File: config.mk
export PLATFORM = sky130hd
export DESIGN_NAME = segment_reader
export DESIGN_NICKNAME = d
export VERILOG_FILES = /design/src/rtl/segment_reader.sv
export SDC_FILE = /design/constraint.sdc
export NUM_CORES = 1
export LEC_CHECK = 0
export ABC_CLOCK_PERIOD_IN_PS = 2860
export CORE_MARGIN = 2
export CORE_UTILIZATION = 57
export CTS_CLUSTER_DIAMETER = 100
export DETAILED_ROUTE_END_ITERATION = 10
export PLACE_DENSITY = 0.83
export SLEW_MARGIN = 20
export SYNTH_ARGS = -nofsm -noshare
export SYNTH_HDL_FRONTEND = slang
export SYNTH_SLANG_ARGS = --single-unit
File: constraint.sdc
create_clock -name i_clk -period 2.86 [get_ports i_clk]
set_input_delay 0.715 -clock i_clk [delete_from_list [all_inputs] [get_ports i_clk]]
set_output_delay 0.715 -clock i_clk [all_outputs]
set_load 0.01 [all_outputs]
File: src/rtl/segment_reader.sv
// Receive-side 7-segment decoder: deglitches the segment bus, decodes the stable glyph to hex, flags blinking.
// Define SEGMENT_READER_BLINK_EN to build in the phase counter and blink FSM; otherwise o_blinking is held low.
module segment_reader #(
    parameter int unsigned STABLE_CYCLES = 4,
    parameter int unsigned BLINK_MAX     = 25000
) (
    input  logic       i_clk,
    input  logic       i_rst_n,
    input  logic [6:0] i_segment,
    output logic [3:0] o_digit,
    output logic       o_valid,
    output logic       o_blank,
    output logic       o_invalid,
    output logic       o_change,
    output logic       o_blinking
);

    localparam logic [3:0] ACCEPT_AT = 4'(STABLE_CYCLES - 1);

    logic [6:0] r_sample;
    logic [3:0] count;
    logic       have_digit;
    logic       accept;
    logic       seg_valid;
    logic       seg_blank;
    logic       seg_invalid;
    logic [3:0] seg_digit;

    always_comb begin
        seg_valid = 1'b1;
        seg_digit = '0;
        case (r_sample)
            7'h3F: seg_digit = 4'h0;
            7'h06: seg_digit = 4'h1;
            7'h5B: seg_digit = 4'h2;
            7'h4F: seg_digit = 4'h3;
            7'h66: seg_digit = 4'h4;
            7'h6D: seg_digit = 4'h5;
            7'h7D: seg_digit = 4'h6;
            7'h07: seg_digit = 4'h7;
            7'h7F: seg_digit = 4'h8;
            7'h6F: seg_digit = 4'h9;
            7'h77: seg_digit = 4'hA;
            7'h7C: seg_digit = 4'hB;
            7'h39: seg_digit = 4'hC;
            7'h5E: seg_digit = 4'hD;
            7'h79: seg_digit = 4'hE;
            7'h71: seg_digit = 4'hF;
            default: seg_valid = 1'b0;
        endcase
    end

    assign seg_blank   = (r_sample == '0);
    assign seg_invalid = !seg_valid && !seg_blank;
    assign accept      = (count >= ACCEPT_AT);

    always_ff @(posedge i_clk) begin
        if (!i_rst_n) begin
            r_sample   <= '0;
            count      <= '0;
            have_digit <= 1'b0;
            o_digit    <= '0;
            o_valid    <= 1'b0;
            o_blank    <= 1'b0;
            o_invalid  <= 1'b0;
            o_change   <= 1'b0;
        end else begin
            r_sample <= i_segment;
            if (i_segment != r_sample)
                count <= '0;
            else if (count != 4'd15)
                count <= count + 4'd1;
            o_change <= 1'b0;
            if (accept) begin
                o_valid   <= seg_valid;
                o_blank   <= seg_blank;
                o_invalid <= seg_invalid;
                if (seg_valid) begin
                    o_digit    <= seg_digit;
                    have_digit <= 1'b1;
                    o_change   <= !have_digit || (seg_digit != o_digit);
                end
            end
        end
    end

`ifdef SEGMENT_READER_BLINK_EN
    localparam int unsigned PW = $clog2(BLINK_MAX + 1);
    localparam logic [PW-1:0] PHASE_MAX = PW'(BLINK_MAX);

    typedef enum logic [1:0] {ST_IDLE, ST_ON, ST_OFF, ST_BLINK} state_t;

    state_t        state, state_nxt;
    logic [PW-1:0] phase, phase_nxt;
    logic [3:0]    on_digit, on_digit_nxt;
    logic [6:0]    acc_pat;
    logic          ev;
    logic          sat;
    logic          timeout;

    assign ev        = accept && (r_sample != acc_pat);
    assign sat       = (phase == PHASE_MAX);
    assign phase_nxt = ev ? '0 : (sat ? phase : phase + PW'(1));
    // Timeout looks at the next phase so blinking drops on the edge phase saturates.
    assign timeout   = !ev && (phase_nxt == PHASE_MAX);

    always_ff @(posedge i_clk) begin
        if (!i_rst_n) begin
            state    <= ST_IDLE;
            phase    <= '0;
            on_digit <= '0;
            acc_pat  <= '0;
        end else begin
            state    <= state_nxt;
            phase    <= phase_nxt;
            on_digit <= on_digit_nxt;
            if (accept)
                acc_pat <= r_sample;
        end
    end

    always_comb begin
        state_nxt    = state;
        on_digit_nxt = on_digit;
        case (state)
            ST_IDLE: begin
                if (ev && seg_valid) begin
                    state_nxt    = ST_ON;
                    on_digit_nxt = seg_digit;
                end
            end
            ST_ON: begin
                if (ev) begin
                    if (seg_blank)
                        state_nxt = sat ? ST_IDLE : ST_OFF;
                    else if (seg_valid)
                        on_digit_nxt = seg_digit;
                    else
                        state_nxt = ST_IDLE;
                end
            end
            ST_OFF, ST_BLINK: begin
                if (ev) begin
                    if (seg_valid && (seg_digit == on_digit)) begin
                        state_nxt = ST_BLINK;
                    end else if (seg_valid) begin
                        state_nxt    = ST_ON;
                        on_digit_nxt = seg_digit;
                    end else if (seg_blank) begin
                        state_nxt = ST_BLINK;
                    end else begin
                        state_nxt = ST_IDLE;
                    end
                end else if (timeout) begin
                    state_nxt = ST_IDLE;
                end
            end
            default: state_nxt = ST_IDLE;
        endcase
    end

    assign o_blinking = (state == ST_BLINK);
`else
    // Constant 0 for any legal BLINK_MAX.
    assign o_blinking = (BLINK_MAX == 0);
`endif

endmodule

==> results.toml <==
[clock_network]
cts_buffer_depth = 2
holdBufCountCts = 0
path_clk_slew_ns = 0.10
cts_tree = "done"
cts_root_buf = "clkbuf_4"
numCtsBuffers = 3
htree_num_levels = 1
cts_resized = 0
post_cts_buffers = 0
cts_sinks = 20
clk_latency_ns = 0.30

[worst_hold_path]
min_path_type = "flip-flop to flip-flop"
hold_depth = 2

[timing]
hold_violations = 0
rsz0062_at_grt = "no"
fmax_mhz = 427
setup_tns_ns = 0
slew_viol_final = 0
finalCriticalPeriod_ns = 2.34
fin_skew_ns = 0.00732
worst_pin_slew_ns = 0.685
setup_viol = 0
period_share = 0.820
relSlewSlack = 0.541

[worst_setup_path]
crit_chain = "nand4b_1 -> o22ai_1 -> nor3_1 -> a2bb2oi_1 -> o211ai_1 -> o311a_1"
crit_path_top_delay_cell = "dfxtp_1"
crit_type = "flip-flop to flip-flop"
critPathRequiredTime_ns = 3.04
crit_family = "compound AO/OA/AOI/OAI gates"
max_stage_delay_ns = 0.65
path_buf_inv = 0
path_max_fanout = 15
end_kind = "flip-flop"
arrival_ns = 2.53
cp_num_cells = 6
cp-start-kind = "flip-flop"
worstRegToRegCells = 6

[synthesis]
synth_fa_ha_area_frac = 0.0101
synth_compound_area_frac = 0.194
synth_cell_types = 45
async_flop_share = 0
syn_area_mm2 = 0.00123
synth_xor_area_frac = 0.0638
synth_area_per_cell_um2 = 8.64
synthTopCellsByCount = "20 x dfxtp_1, 14 x nor2_1, 13 x a21oi_1, 8 x and2_1, 8 x xor2_1"
synth_top_family_by_area = "simple AND/OR/NAND/NOR gates"
ys.flop_type = "dfxtp_1"
synthSimpleGateAreaFrac = 0.296
synth_top_area_cell = "dfxtp_1"
ys_seq_elements = 20
synth_warnings = 0
synth_edf_count = 0
synthMuxAreaShare = 0.0162
synth.area.top_cells = "dfxtp_1 32%, xor2_1 5.7%, a21oi_1 5.3%"
syn_inst = 143
seq_area_frac_synth = 0.324
synth_most_common_cell = "dfxtp_1"
synth_top_area_frac = 0.324
synth_fp_nets = 153

[global_route]
grt_pass1_wl_um = 4420
grt_pass1_vias = 1023
grt_max_degree = 16
antenna_found_initial = 0
grt_usage = 0.222
grt_overflow = 0

[routing]
vias_per_cell = 6.13
wl_um = 2580
drc = 0
ant_nets = 0
vias = 1103
first_pass_iters = 4
drt_iter0_markers = 36
wl_per_cell_um = 14.3

[floorplanning]
initial_core_util = 0.617
fp.dieH_um = 50.5
io_pins = 18
core_area_mm2 = 0.00200
die_x_um = 50.5
die-area_mm2 = 0.00255
rows = 16

[power_and_ir_drop]
peakVddDrop_v = 0.000286
p_per_area_mw_per_mm2 = 350
leakage_nw = 0.450
power.total_mw = 0.475

[place]
routabilityCongestion = 0.763
io_buffers = 16
place_hpwl_um = 1940

[finish]
layout-drive-gt1-share = 0.0915
area.sequential_um2 = 400
diodes = 0
fillers = 161
area_growth_pct = 9.73
multiInputGateArea_um2 = 719
nets = 165

[run]
drv_cap = 0

[run_status]
status = "complete, no violations"
-- worst paths after layout --
| path | end | startpoint | slack [ns] |
|---|---|---|---|
| min | have_digit$_SDFFE_PN0P_ | have_digit$_SDFFE_PN0P_ | 0.47 |
| max | o_change$_SDFF_PN0_ | r_sample[0]$_SDFF_PN0_ | 0.52 |
| max reg2reg | o_change$_SDFF_PN0_ | r_sample[0]$_SDFF_PN0_ | 0.52 |
| min reg2reg | have_digit$_SDFFE_PN0P_ | have_digit$_SDFFE_PN0P_ | 0.47 |
-- worst reg2reg max path, cell delays in order, from the launching register on --
cell	delay (ns)
dfxtp_1	0.65
nand4b_1	0.24
o22ai_1	0.13
nor3_1	0.50
a2bb2oi_1	0.23
o211ai_1	0.11
o311a_1	0.37
-- cells in the final DEF (no fill, tap or decap), types with 2 or more instances in the layout --
| cell type | n |
|---|---|
| a211oi_1 | 2 |
| xor2_1 | 8 |
| nand2_1 | 7 |
| nor3_1 | 5 |
| nor4_1 | 3 |
| mux2i_1 | 2 |
| o22ai_1 | 2 |
| and2_1 | 8 |
| a21oi_1 | 13 |
| nand3b_1 | 4 |
| or3_1 | 2 |
| nand4b_1 | 4 |
| nor2_1 | 14 |
| inv_1 | 5 |
| clkdlybuf4s50_1 | 16 |
| o32ai_1 | 2 |
| nand3_1 | 6 |
| dfxtp_1 | 20 |
| or3b_2 | 4 |
| clkbuf_4 | 3 |
-- final cells by class --
type	instances	share of cell area
sequential	20	0.295
clock buffer	3	0.0166
multi-input combinational	109	0.531
tap	27	0.0249
timing repair buffer	16	0.118
inverter	5	0.0139
-- per-stage QoR --
stage,cell area [µm²],instances,hold WS [ns],utilization,setup slack (ns)
2_1_floorplan,1230,143,0.434,-,0.976
3_3_place_gp,1330,177,0.450,0.666,0.581
3_5_place_dp,1330,177,0.453,0.666,0.490
4_1_cts,1360,180,0.476,0.677,0.583
5_1_grt,1360,180,0.501,0.677,0.318
6_report,1360,180,0.474,0.677,0.516
-- metal layers --
metal	routed length (µm)	track usage
met2	1320	0.399
met3	147	0.0387
met1	1090	0.268
met5	0	0
met4	26	0.0676
-- registers in the layout (all words and copies together) (netlist names) --
name        count
r_sample        7
count           4
o_digit         4
have_digit      1
o_blank         1
o_change        1
o_invalid       1
o_valid         1
-- where the power goes --
group	switching, mW	internal, mW	total [mW]	leakage, nW
clock	0.0772	0.0491	0.126	0.0138
sequential	0.0187	0.284	0.302	0.163
combinational	0.0186	0.0275	0.0460	0.273
-- cells by family after synthesis --
group | Yosys count
buf+inv | 14
other cells | 1
fa+ha+maj | 1
simple gates | 63
compound gates | 33
xor+xnor | 9
mux | 2
flops | 20
(Power assumes the default switching activity.)
